`src/rtl/apb_master.sv`:
```
// APB master: bridges a valid/ready command port to an APB IDLE/SETUP/ACCESS bus cycle.
// Optional ACCESS watchdog compiled in with `define APB_MASTER_TIMEOUT_EN.
module apb_master #(
   parameter int unsigned ADDR_WIDTH     = 8,
   parameter int unsigned DATA_WIDTH     = 32,
   parameter int unsigned TIMEOUT_CYCLES = 16
) (
   input  logic                  pclk,
   input  logic                  presetn,
   input  logic                  cmd_valid,
   output logic                  cmd_ready,
   input  logic                  cmd_write,
   input  logic [ADDR_WIDTH-1:0] cmd_addr,
   input  logic [DATA_WIDTH-1:0] cmd_wdata,
   output logic                  rsp_valid,
   output logic [DATA_WIDTH-1:0] rsp_rdata,
   output logic                  rsp_err,
   output logic [ADDR_WIDTH-1:0] paddr,
   output logic                  pwrite,
   output logic [DATA_WIDTH-1:0] pwdata,
   output logic                  pselx,
   output logic                  penable,
   input  logic [DATA_WIDTH-1:0] prdata,
   input  logic                  pready,
   input  logic                  pslverr
);

   typedef enum logic [1:0] {
      IDLE,
      SETUP,
      ACCESS
   } state_e;

   state_e                state_q, state_d;
   logic                  cmd_ready_q, cmd_ready_d;
   logic [ADDR_WIDTH-1:0] paddr_q, paddr_d;
   logic                  pwrite_q, pwrite_d;
   logic [DATA_WIDTH-1:0] pwdata_q, pwdata_d;
   logic                  pselx_q, pselx_d;
   logic                  penable_q, penable_d;
   logic                  rsp_valid_q, rsp_valid_d;
   logic [DATA_WIDTH-1:0] rsp_rdata_q, rsp_rdata_d;
   logic                  rsp_err_q, rsp_err_d;

   logic accept;
   logic complete;
   logic timeout;

   // cmd_ready is a register so it stays low during reset and rises on the first edge after release.
   assign accept   = (state_q == IDLE) && cmd_valid && cmd_ready_q;
   assign complete = (state_q == ACCESS) && pready;

`ifdef APB_MASTER_TIMEOUT_EN
   localparam int unsigned CNT_W = $clog2(TIMEOUT_CYCLES + 1);

   logic [CNT_W-1:0] cnt_q, cnt_d;

   always_comb begin
      cnt_d = cnt_q;
      if (state_q == SETUP) begin
         cnt_d = '0;
      end else if ((state_q == ACCESS) && !pready) begin
         cnt_d = cnt_q + 1'b1;
      end
   end

   // Fires on the last permitted wait cycle; a pready in that same cycle takes priority.
   assign timeout = (state_q == ACCESS) && !pready && (cnt_q == CNT_W'(TIMEOUT_CYCLES - 1));

   always_ff @(posedge pclk or negedge presetn) begin
      if (!presetn) begin
         cnt_q <= '0;
      end else begin
         cnt_q <= cnt_d;
      end
   end
`else
   localparam int unsigned unused_timeout_cycles = TIMEOUT_CYCLES;

   assign timeout = 1'b0;
`endif

   always_ff @(posedge pclk or negedge presetn) begin
      if (!presetn) begin
         state_q     <= IDLE;
         cmd_ready_q <= 1'b0;
         paddr_q     <= '0;
         pwrite_q    <= 1'b0;
         pwdata_q    <= '0;
         pselx_q     <= 1'b0;
         penable_q   <= 1'b0;
         rsp_valid_q <= 1'b0;
         rsp_rdata_q <= '0;
         rsp_err_q   <= 1'b0;
      end else begin
         state_q     <= state_d;
         cmd_ready_q <= cmd_ready_d;
         paddr_q     <= paddr_d;
         pwrite_q    <= pwrite_d;
         pwdata_q    <= pwdata_d;
         pselx_q     <= pselx_d;
         penable_q   <= penable_d;
         rsp_valid_q <= rsp_valid_d;
         rsp_rdata_q <= rsp_rdata_d;
         rsp_err_q   <= rsp_err_d;
      end
   end

   always_comb begin
      state_d = state_q;
      unique case (state_q)
         IDLE:    if (accept) state_d = SETUP;
         SETUP:   state_d = ACCESS;
         ACCESS:  if (complete || timeout) state_d = IDLE;
         default: state_d = IDLE;
      endcase
   end

   always_comb begin
      paddr_d     = paddr_q;
      pwrite_d    = pwrite_q;
      pwdata_d    = pwdata_q;
      rsp_rdata_d = rsp_rdata_q;
      rsp_err_d   = rsp_err_q;
      cmd_ready_d = (state_d == IDLE);
      pselx_d     = (state_d != IDLE);
      penable_d   = (state_d == ACCESS);
      rsp_valid_d = complete || timeout;
      if (accept) begin
         paddr_d  = cmd_addr;
         pwrite_d = cmd_write;
         pwdata_d = cmd_wdata;
      end
      if (complete) begin
         rsp_err_d   = pslverr;
         rsp_rdata_d = pwrite_q ? '0 : prdata;
      end else if (timeout) begin
         rsp_err_d   = 1'b1;
         rsp_rdata_d = '0;
      end
   end

   assign cmd_ready = cmd_ready_q;
   assign paddr     = paddr_q;
   assign pwrite    = pwrite_q;
   assign pwdata    = pwdata_q;
   assign pselx     = pselx_q;
   assign penable   = penable_q;
   assign rsp_valid = rsp_valid_q;
   assign rsp_rdata = rsp_rdata_q;
   assign rsp_err   = rsp_err_q;

endmodule

```
`config.mk`:
```
export PLATFORM = sky130hd
export DESIGN_NAME = apb_master
export DESIGN_NICKNAME = d
export VERILOG_FILES = /design/src/rtl/apb_master.sv
export SDC_FILE = /design/constraint.sdc
export NUM_CORES = 1
export LEC_CHECK = 0
export CORE_MARGIN = 8
export CORE_UTILIZATION = 38
export CTS_BUF_LIST = sky130_fd_sc_hd__clkbuf_16
export DETAILED_ROUTE_END_ITERATION = 12
export PLACE_DENSITY_LB_ADDON = 0.3
export SYNTH_ARGS = -nofsm -noshare
export SYNTH_HDL_FRONTEND = slang
export SYNTH_SLANG_ARGS = --single-unit
```
`constraint.sdc`:
```
create_clock -name pclk -period 1.5 [get_ports pclk]
set_input_delay 0.375 -clock pclk [delete_from_list [all_inputs] [get_ports pclk]]
set_output_delay 0.375 -clock pclk [all_outputs]
set_load 0.005 [all_outputs]
```
==> results of run 1 <==
[worst max path at each step]
stage	endpoint	slack [ns]	depth (start not counted)
3_3_place_gp	pwdata[26]	-0.35	4
6_report	paddr[4]	0.04	3
3_5_place_dp	pwdata[27]	-0.37	4
4_1_cts	paddr[4]	0.009	4
2_1_floorplan	paddr[0]	0.14	4
5_1_grt	pwdata[4]	0.001	3
[registers in the layout, summed over array words and instances, names as in the netlist]
register   cells
paddr          8
pwdata        32
state_q        2
penable        1
pselx          1
cmd_ready      1
rsp_err        1
pwrite         1
rsp_valid      1
rsp_rdata     32
[cells in the mapped netlist]
library cell and instances:
or3b_2 1, o21a_1 1, clkbuf_1 3, mux2_1 3
inv_1 1, nor2b_1 32, buf_6 5, o21ai_0 3
and4bb_1 1, a21oi_1 1, and3b_1 1, buf_12 4
mux2_4 59, mux2_2 12, dfrtp_1 80
[power groups by stage]
stage / Sequential [mW] / Clock [mW] / Combinational (mW)
3_3_place_gp: 3.80 / 0 / 5.23
5_1_grt: 3.94 / 2.46 / 5.00
4_1_cts: 3.80 / 2.35 / 4.75
3_5_place_dp: 3.84 / 0 / 5.34
6_report: 3.78 / 2.27 / 4.64
2_1_floorplan: 3.89 / 0 / 2.51
[area by class of cell]
cell class,instances,area share
tap,111,0.0258
timing repair buffer,167,0.297
inverter,1,0.000699
multi-input combinational,114,0.246
clock buffer,9,0.0419
sequential,80,0.373
clock inverter,7,0.0163
[worst max-delay path: stages (launching register included)]
cell      delay, ns
dfrtp_1        0.41
and4bb_2       0.38
buf_12         0.22
mux2_4         0.32
[routing by layer]
| layer | routed length, um | share of wire | global-route usage | vias up |
|---|---|---|---|---|
| met3 | 484 | 0.055 | 0.0384 | 8 |
| met1 | 3440 | 0.39 | 0.163 | 1096 |
| li1 | - | - | - | 1037 |
| met4 | 119 | 0.014 | 0.0574 | 0 |
| met2 | 4730 | 0.54 | 0.265 | 75 |
| met5 | 0 | 0 | 0 | - |
[logic make-up after synthesis]
family                 synth area share
and+or+nand+nor                  0.0664
DFF                               0.578
muxes                             0.304
AOI/OAI and AO/OA               0.00794
buffers and inverters            0.0437
[timing repair]
item,4_1_cts,5_1_grt
pin swaps,0,0
cloned,0,0
endpoints found under the setup margin,80,2
gates resized for setup,80,1
buffers inserted,5,0
==> results.md, run 1 <==
- Yosys reg bits: 80
- Inst Count DP: 468
- P_int: 7.71 mW
- Area share of the leading cell type in the synthesized netlist: 0.578
- Synth top area cells: dfrtp_1, mux2_4, nor2b_1, mux2_2, buf_12
- Antenna violations before repair: 0
- IO Port Bufs: 155
- Total CTS buffers: 9
- Clock Sinks: 80
- Syn Inst Count: 207
- Routability cong.: 0.671
- # H-tree levels: 3
- Ys Warns: 0
- Critical R2R Launch: state_q[0]
- Switching power: 2.99 mW
- Initial Util: 0.382
- Avg Cell Area, Syn: 16.7 um^2
- IO Count: 156
- Die ar.: 12400 um^2
- Antenna Nets Post-Route: 0
- Final Critical Period: 1.46 ns
- CP Capture Type: flip-flop
- Fmax: 0.686 GHz
- Largest net degree at the start of global routing: 81
- Finished Core Util: 0.593
- Wirelength per Cell: 18.0 um
- Num rows: 35
- Startpoint Class: flip-flop
- CTS tree: yes
- Ant diodes: 0
- WHS: 0.0690 ns
- Worst slew margin: 0.715
- Status: completed
- Final WS setup: 0.0421 ns
- Maximum clock path buffer count: 2
- Critical path type: flip-flop to flip-flop
- Final setup fails: 0
- # DRC: 0
- Max-Cap Viols: 0
- Comb pwr share: 0.434
- P_leak: 2.58 nW
- Clock latency on the worst-skew pair: 0.32 ns
- First-pass iteration count of the detailed router: 4
- Vias: 2216
- Cell area after layout: 5370 um^2
- Total power: 10.7 mW
- CP arrival: 1.66 ns
- Hold_buf cts: 0
- RSZ-0062 raised after global routing: false
- Worst-path clk slew: 0.06 ns
- Die Wd: 112 um
- Reg area: 2000 um^2
- Commonest non-fill, non-tap cell in the layout: dfrtp_1
- Reg2Reg Depth: 3
- Worst EP required: 1.71 ns
- Slew Limit Fails: 0
- Placed cell area: 5110 um^2
- Core Area: 9060 um^2
- GRT Overall Usage: 0.148
- Register area share after synthesis: 0.578
- Sequential share of power: 0.354
- Hold Crit Class: primary input to async pin
- Synth-to-layout area growth: 55.0%
- Setup_tns: 0 ns
- First-pass GRT wire length: 14600 um
- Clock Skew: 0.00933 ns
- Share of cells above drive strength 1: 0.265
- Final net count: 451
- Most frequent cells in the layout: dfrtp_1, dlygate4sd2_1, clkdlybuf4s50_1, mux2_4, nor2b_1
- Vias in the first global route: 2618
- Tcrit/Tclk final: 0.972
- Cell area after synthesis: 3470 um^2
- Reg2Reg Capture Point: paddr[4]
- Switching Share: 0.280
- Die height: 112 um
- Crit. Startpoint: state_q[0]
- Worst Tran Pin Value: 0.428 ns
- Power per cell area: 1990 nW/um^2
- Netlist cell types: 15
- Worst vdd ir: 0.854 mV
- Non-filler cells, final: 489
- Register-to-register setup slack: 0.04 ns
- Dpl hpwl: 6460 um
- Grt ovf: 0
- Largest area contributor in the netlist: dfrtp_1
- Clock power share: 0.213
- Starting DRT DRC Count: 70
- Syn_nets: 285
- Pre-CTS WS: -0.365 ns
- Vias per inst: 4.53
- Area of the multi-input gates: 1320 um^2
- Fin. Hold Viols: 0
- Fillers: 769
- CTS root buf: clkbuf_16
- Max FO, Critical Path: 22
- Overall routed net length: 8780 um
Note: power is estimated with default switching activity, not from simulation.
==> run 2: changes to the inputs <==
Settings changed: CAP_MARGIN set to 20, SKIP_CTS_REPAIR_TIMING set to 1.
==> run 2 against run 1 <==
Net effect:
- register-to-register slack better by 0.02 ns
- sequential power about the same
- cell area up 5.8%
- setup slack worse by 0.029 ns
- clock-buffer cell count unchanged
- fmax down 1.9%
- wire length up 2.7%
- non-clock buffer count up 1
- largest power group unchanged
==> results.md, run 2 (synthesis results as in run 1) <==
- Vias: 2229
- P_leak: 3.29 nW
- Clock power share: 0.205
- Vias per inst: 4.55
- Total CTS buffers: 9
- Critical path type: primary input to flip-flop
- Final Critical Period: 1.49 ns
- Setup_tns: 0 ns
- Total power: 11.2 mW
- Hold Crit Class: primary input to async pin
- Final net count: 452
- CP Capture Type: flip-flop
- Slew Limit Fails: 0
- Core Area: 9060 um^2
- Starting DRT DRC Count: 84
- Max-Cap Viols: 0
- Fin. Hold Viols: 0
- # H-tree levels: 3
- Placed cell area: 5110 um^2
- Num rows: 35
- Met2 Usage GRT: 0.265
- Die height: 112 um
- Cell area after layout: 5680 um^2
- Finished Core Util: 0.627
- Most frequent cells in the layout: dfrtp_1, dlymetal6s2s_1, clkdlybuf4s50_1, mux2_4, nor2b_1
- Switching power: 3.03 mW
- P_int: 8.16 mW
- Startpoint Class: primary input
- Comb pwr share: 0.457
- Synth-to-layout area growth: 64.0%
- GRT Max-Usage Layer: met2
- Final setup fails: 0
- Clock Sinks: 80
- Antenna Nets Post-Route: 0
- Ant diodes: 0
- Maximum clock path buffer count: 2
- Grt ovf: 0
- IO Count: 156
- Met1 Resource Use GR: 0.161
- Wirelength per Cell: 18.4 um
- Fmax: 0.673 GHz
- First-pass iteration count of the detailed router: 2
- Vias in the first global route: 2603
- Switching Share: 0.271
- Overall routed net length: 9020 um
- Area of the multi-input gates: 1320 um^2
- CTS root buf: clkbuf_16
- Worst-path clk slew: 0.06 ns
- Commonest non-fill, non-tap cell in the layout: dfrtp_1
- Dpl hpwl: 6460 um
- Sequential share of power: 0.339
- Share of cells above drive strength 1: 0.266
- Fillers: 685
- GRT Overall Usage: 0.147
- Clock latency on the worst-skew pair: 0.33 ns
- Initial Util: 0.382
- CTS tree: yes
- Largest net degree at the start of global routing: 81
- Max FO, Critical Path: 20
- First-pass GRT wire length: 14500 um
- Antenna violations before repair: 0
- Power per cell area: 1970 nW/um^2
- Die Wd: 112 um
- # DRC: 0
- Worst EP required: 1.70 ns
- Status: completed
- Worst Tran Pin Value: 0.440 ns
- Worst slew margin: 0.707
- Met3 Usage GRT: 0.0406
- Reg area: 2000 um^2
- Tcrit/Tclk final: 0.991
- Routability cong.: 0.671
- Die ar.: 12400 um^2
- IO Port Bufs: 155
- CP arrival: 1.69 ns
- WHS: 0.0459 ns
- Clock Skew: 0.00936 ns
- Worst vdd ir: 0.880 mV
-- run 2: cell count changes in the layout (fill, tap and decap cells not counted), sizes merged --
| cell | delta |
|---|---|
| dlygate4sd2 | -78 |
| clkbuf | +1 |
| clkdlybuf4s50 | +1 |
| dlymetal6s2s | +77 |
-- run 2: layout make-up --
cell class / instances / share of cell area
Sequential cell: 80 / 0.352
Inverter: 1 / 0.000660
Tap cell: 111 / 0.0244
Clock inverter: 7 / 0.0154
Timing Repair Buffer: 168 / 0.336
Clock buffer: 9 / 0.0396
Multi-Input combinational cell: 114 / 0.232
-- run 2: through the flow --
step / instances / worst slack (ns)
final: 490 / 0.0134
after global routing: 490 / -0.00236
after detailed placement: 468 / -0.365
after global placement: 468 / -0.346
after floorplan: 207 / 0.136
after CTS: 484 / -0.110
-- run 2: worst max-delay path: stages --
cell	delay [ns]
clkdlybuf4s50_1	0.48
and4bb_4	0.31
buf_12	0.20
mux2_4	0.31
-- run 2: power groups by stage --
stage / registers [mW] / clock network [mW] / logic [mW]
6_report: 3.79 / 2.29 / 5.11
5_1_grt: 3.94 / 2.46 / 5.49
4_1_cts: 3.85 / 2.35 / 5.35
3_5_place_dp: 3.84 / 0 / 5.34
3_3_place_gp: 3.80 / 0 / 5.23
2_1_floorplan: 3.89 / 0 / 2.51
-- run 2: layer usage --
metal / wire (um) / up-vias
met5: 0 / -
met4: 174 / 0
met1: 3460 / 1100
met2: 4840 / 77
met3: 548 / 13
li1: - / 1039
-- run 2: worst paths after layout --
kind                          startpoint             to  slack [ns]  depth (start not counted)
max                            cmd_valid     pwdata[31]        0.01                          4
min                              presetn      pwdata[8]        0.05                          2
max reg2reg                   state_q[1]     pwdata[31]        0.06                          3
min reg2reg                rsp_rdata[29]  rsp_rdata[29]        0.49                          1
max in group asynchronous        presetn  rsp_rdata[16]        1.09                          2
min in group pclk          rsp_rdata[29]  rsp_rdata[29]        0.49                          1
==> run 3: changes to the inputs <==
Settings changed: REMOVE_ABC_BUFFERS set to 1.
==> run 3 against run 2 <==
Net effect:
- sequential cell count is the same
- clock-buffer cell count is the same
- non-clock buffer count grew 8
- fmax shrank 0.24%
- setup slack lost 0.0036 ns
- wire length shrank 1.8%
- clock skew is essentially flat
- global-route usage shrank 1.0 points
- combinational power grew 3%
- power shrank 0.43%
- largest power group unchanged
- highest routed layer unchanged
==> results.md, run 3 (synthesis results as in run 1) <==
- Starting DRT DRC Count: 69
- Antenna violations before repair: 0
- Setup_tns: 0 ns
- Power per cell area: 1940 nW/um^2
- Wirelength per Cell: 17.8 um
- Largest net degree at the start of global routing: 43
- IO Count: 156
- Initial Util: 0.382
- Hold path depth: 3
- First-pass GRT wire length: 13700 um
- Core Area: 9060 um^2
- Commonest non-fill, non-tap cell in the layout: dfrtp_1
- Final net count: 460
- RSZ-0062 raised after global routing: true
- Crit-path slowest cell: dfrtp_1
- Most frequent cells in the layout: dfrtp_1, dlymetal6s2s_1, clkdlybuf4s50_1, mux2_4, nor2b_1
- Fin. Hold Viols: 0
- Clock Sinks: 80
- Dpl hpwl: 6310 um
- Slowest cell delay on critical path: 0.39 ns
- # DRC: 0
- Ant diodes: 0
- GRT Overall Usage: 0.137
- Tcrit/Tclk final: 0.993
- IO Port Bufs: 155
- Buf/Inv on CP: 2
- Overall routed net length: 8860 um
- CP arrival: 1.69 ns
- Fillers: 678
- Worst vdd ir: 0.879 mV
- P_leak: 3.34 nW
- Routability cong.: 0.698
- Num rows: 35
- Worst-path clk slew: 0.06 ns
- CP top delay family: flip-flops
- Antenna Nets Post-Route: 0
- First-pass iteration count of the detailed router: 4
- Die Wd: 112 um
- Comb pwr share: 0.471
- Share of cells above drive strength 1: 0.282
- Finished Core Util: 0.635
- Max FO, Critical Path: 7
- CP Capture Type: flip-flop
- Reg2Reg Depth: 4
- Final setup fails: 0
- Sequential share of power: 0.340
- Non-filler cells, final: 498
- Vias in the first global route: 2561
- Clock Skew: 0.00932 ns
- Clock power share: 0.189
- Status: completed
- # H-tree levels: 3
- Fmax: 0.671 GHz
- Crit-path cells: and4bb_4 -> buf_12 -> clkbuf_16 -> mux2_4
- Hold Crit Class: primary input to flip-flop
- Worst Tran Pin Value: 0.336 ns
- CTS root buf: clkbuf_16
- Clock latency on the worst-skew pair: 0.32 ns
- Switching power: 3.04 mW
- Switching Share: 0.273
- Grt ovf: 0
- Inst Count DP: 473
- Vias: 2281
- Total CTS buffers: 9
- Slew Limit Fails: 0
- Worst EP required: 1.70 ns
- Worst slew margin: 0.776
- Synth-to-layout area growth: 66.0%
- Max-Cap Viols: 0
- Die ar.: 12400 um^2
- Die height: 112 um
- CP Depth: 4
- Critical path type: flip-flop to flip-flop
- Final Critical Period: 1.49 ns
- Startpoint Class: flip-flop
- Total power: 11.1 mW
- CTS tree: yes
- P_int: 8.10 mW
- Maximum clock path buffer count: 2
- Vias per inst: 4.58
==> run 3: final timing paths <==
kind                                    start             to  slack, ns
worst max-delay path               state_q[0]     pwdata[19]       0.01
worst min-delay path                cmd_valid          pselx       0.45
worst max register to register     state_q[0]     pwdata[19]       0.01
worst min register to register  rsp_rdata[22]  rsp_rdata[22]       0.49
max in group asynchronous             presetn      pwdata[7]       0.50
min in group asynchronous             presetn  rsp_rdata[10]       0.49
==> run 3: worst register-to-register path: stages, from the launching register on <==
cell       delay [ns]
dfrtp_1          0.39
and4bb_4         0.38
buf_12           0.14
clkbuf_16        0.16
mux2_4           0.30
==> run 3: power by group through the flow <==
| stage | logic (mW) | clock network (mW) | registers [mW] |
|---|---|---|---|
| 2_1_floorplan | 2.25 | 0 | 3.96 |
| 3_3_place_gp | 5.24 | 0 | 3.81 |
| 3_5_place_dp | 5.33 | 0 | 3.83 |
| 4_1_cts | 5.35 | 2.15 | 3.84 |
| 5_1_grt | 5.64 | 2.26 | 3.94 |
| 6_report | 5.25 | 2.10 | 3.79 |
==> run 3: area by class of cell <==
cell class | instances | area, um^2 | area share
flip-flops and latches | 80 | 2000 | 0.348
multi-input cells | 114 | 1320 | 0.229
well taps | 111 | 139 | 0.0241
clock inverters | 7 | 63.8 | 0.0111
inverters | 1 | 3.75 | 0.000652
repair buffers | 176 | 2000 | 0.348
clock buffers | 9 | 225 | 0.0391
==> run 3: metal layers <==
layer  GRT usage  routed length [um]
met1       0.176                4020
met2       0.188                3870
met3      0.0752                 887
met4      0.0492                  78
met5           0                   0
==> run 3: metrics by stage <==
| stage | hold slack (ns) | area [um^2] | worst slack [ns] |
|---|---|---|---|
| final | 0.447 | 5750 | 0.00988 |
| after global routing | 0.485 | 5750 | -0.0267 |
| after CTS | -0.0606 | 5420 | -0.118 |
| after detailed placement | 0.287 | 5130 | -0.404 |
| after global placement | 0.290 | 5130 | -0.351 |
| after floorplan | 0.0794 | 3320 | -1.15 |
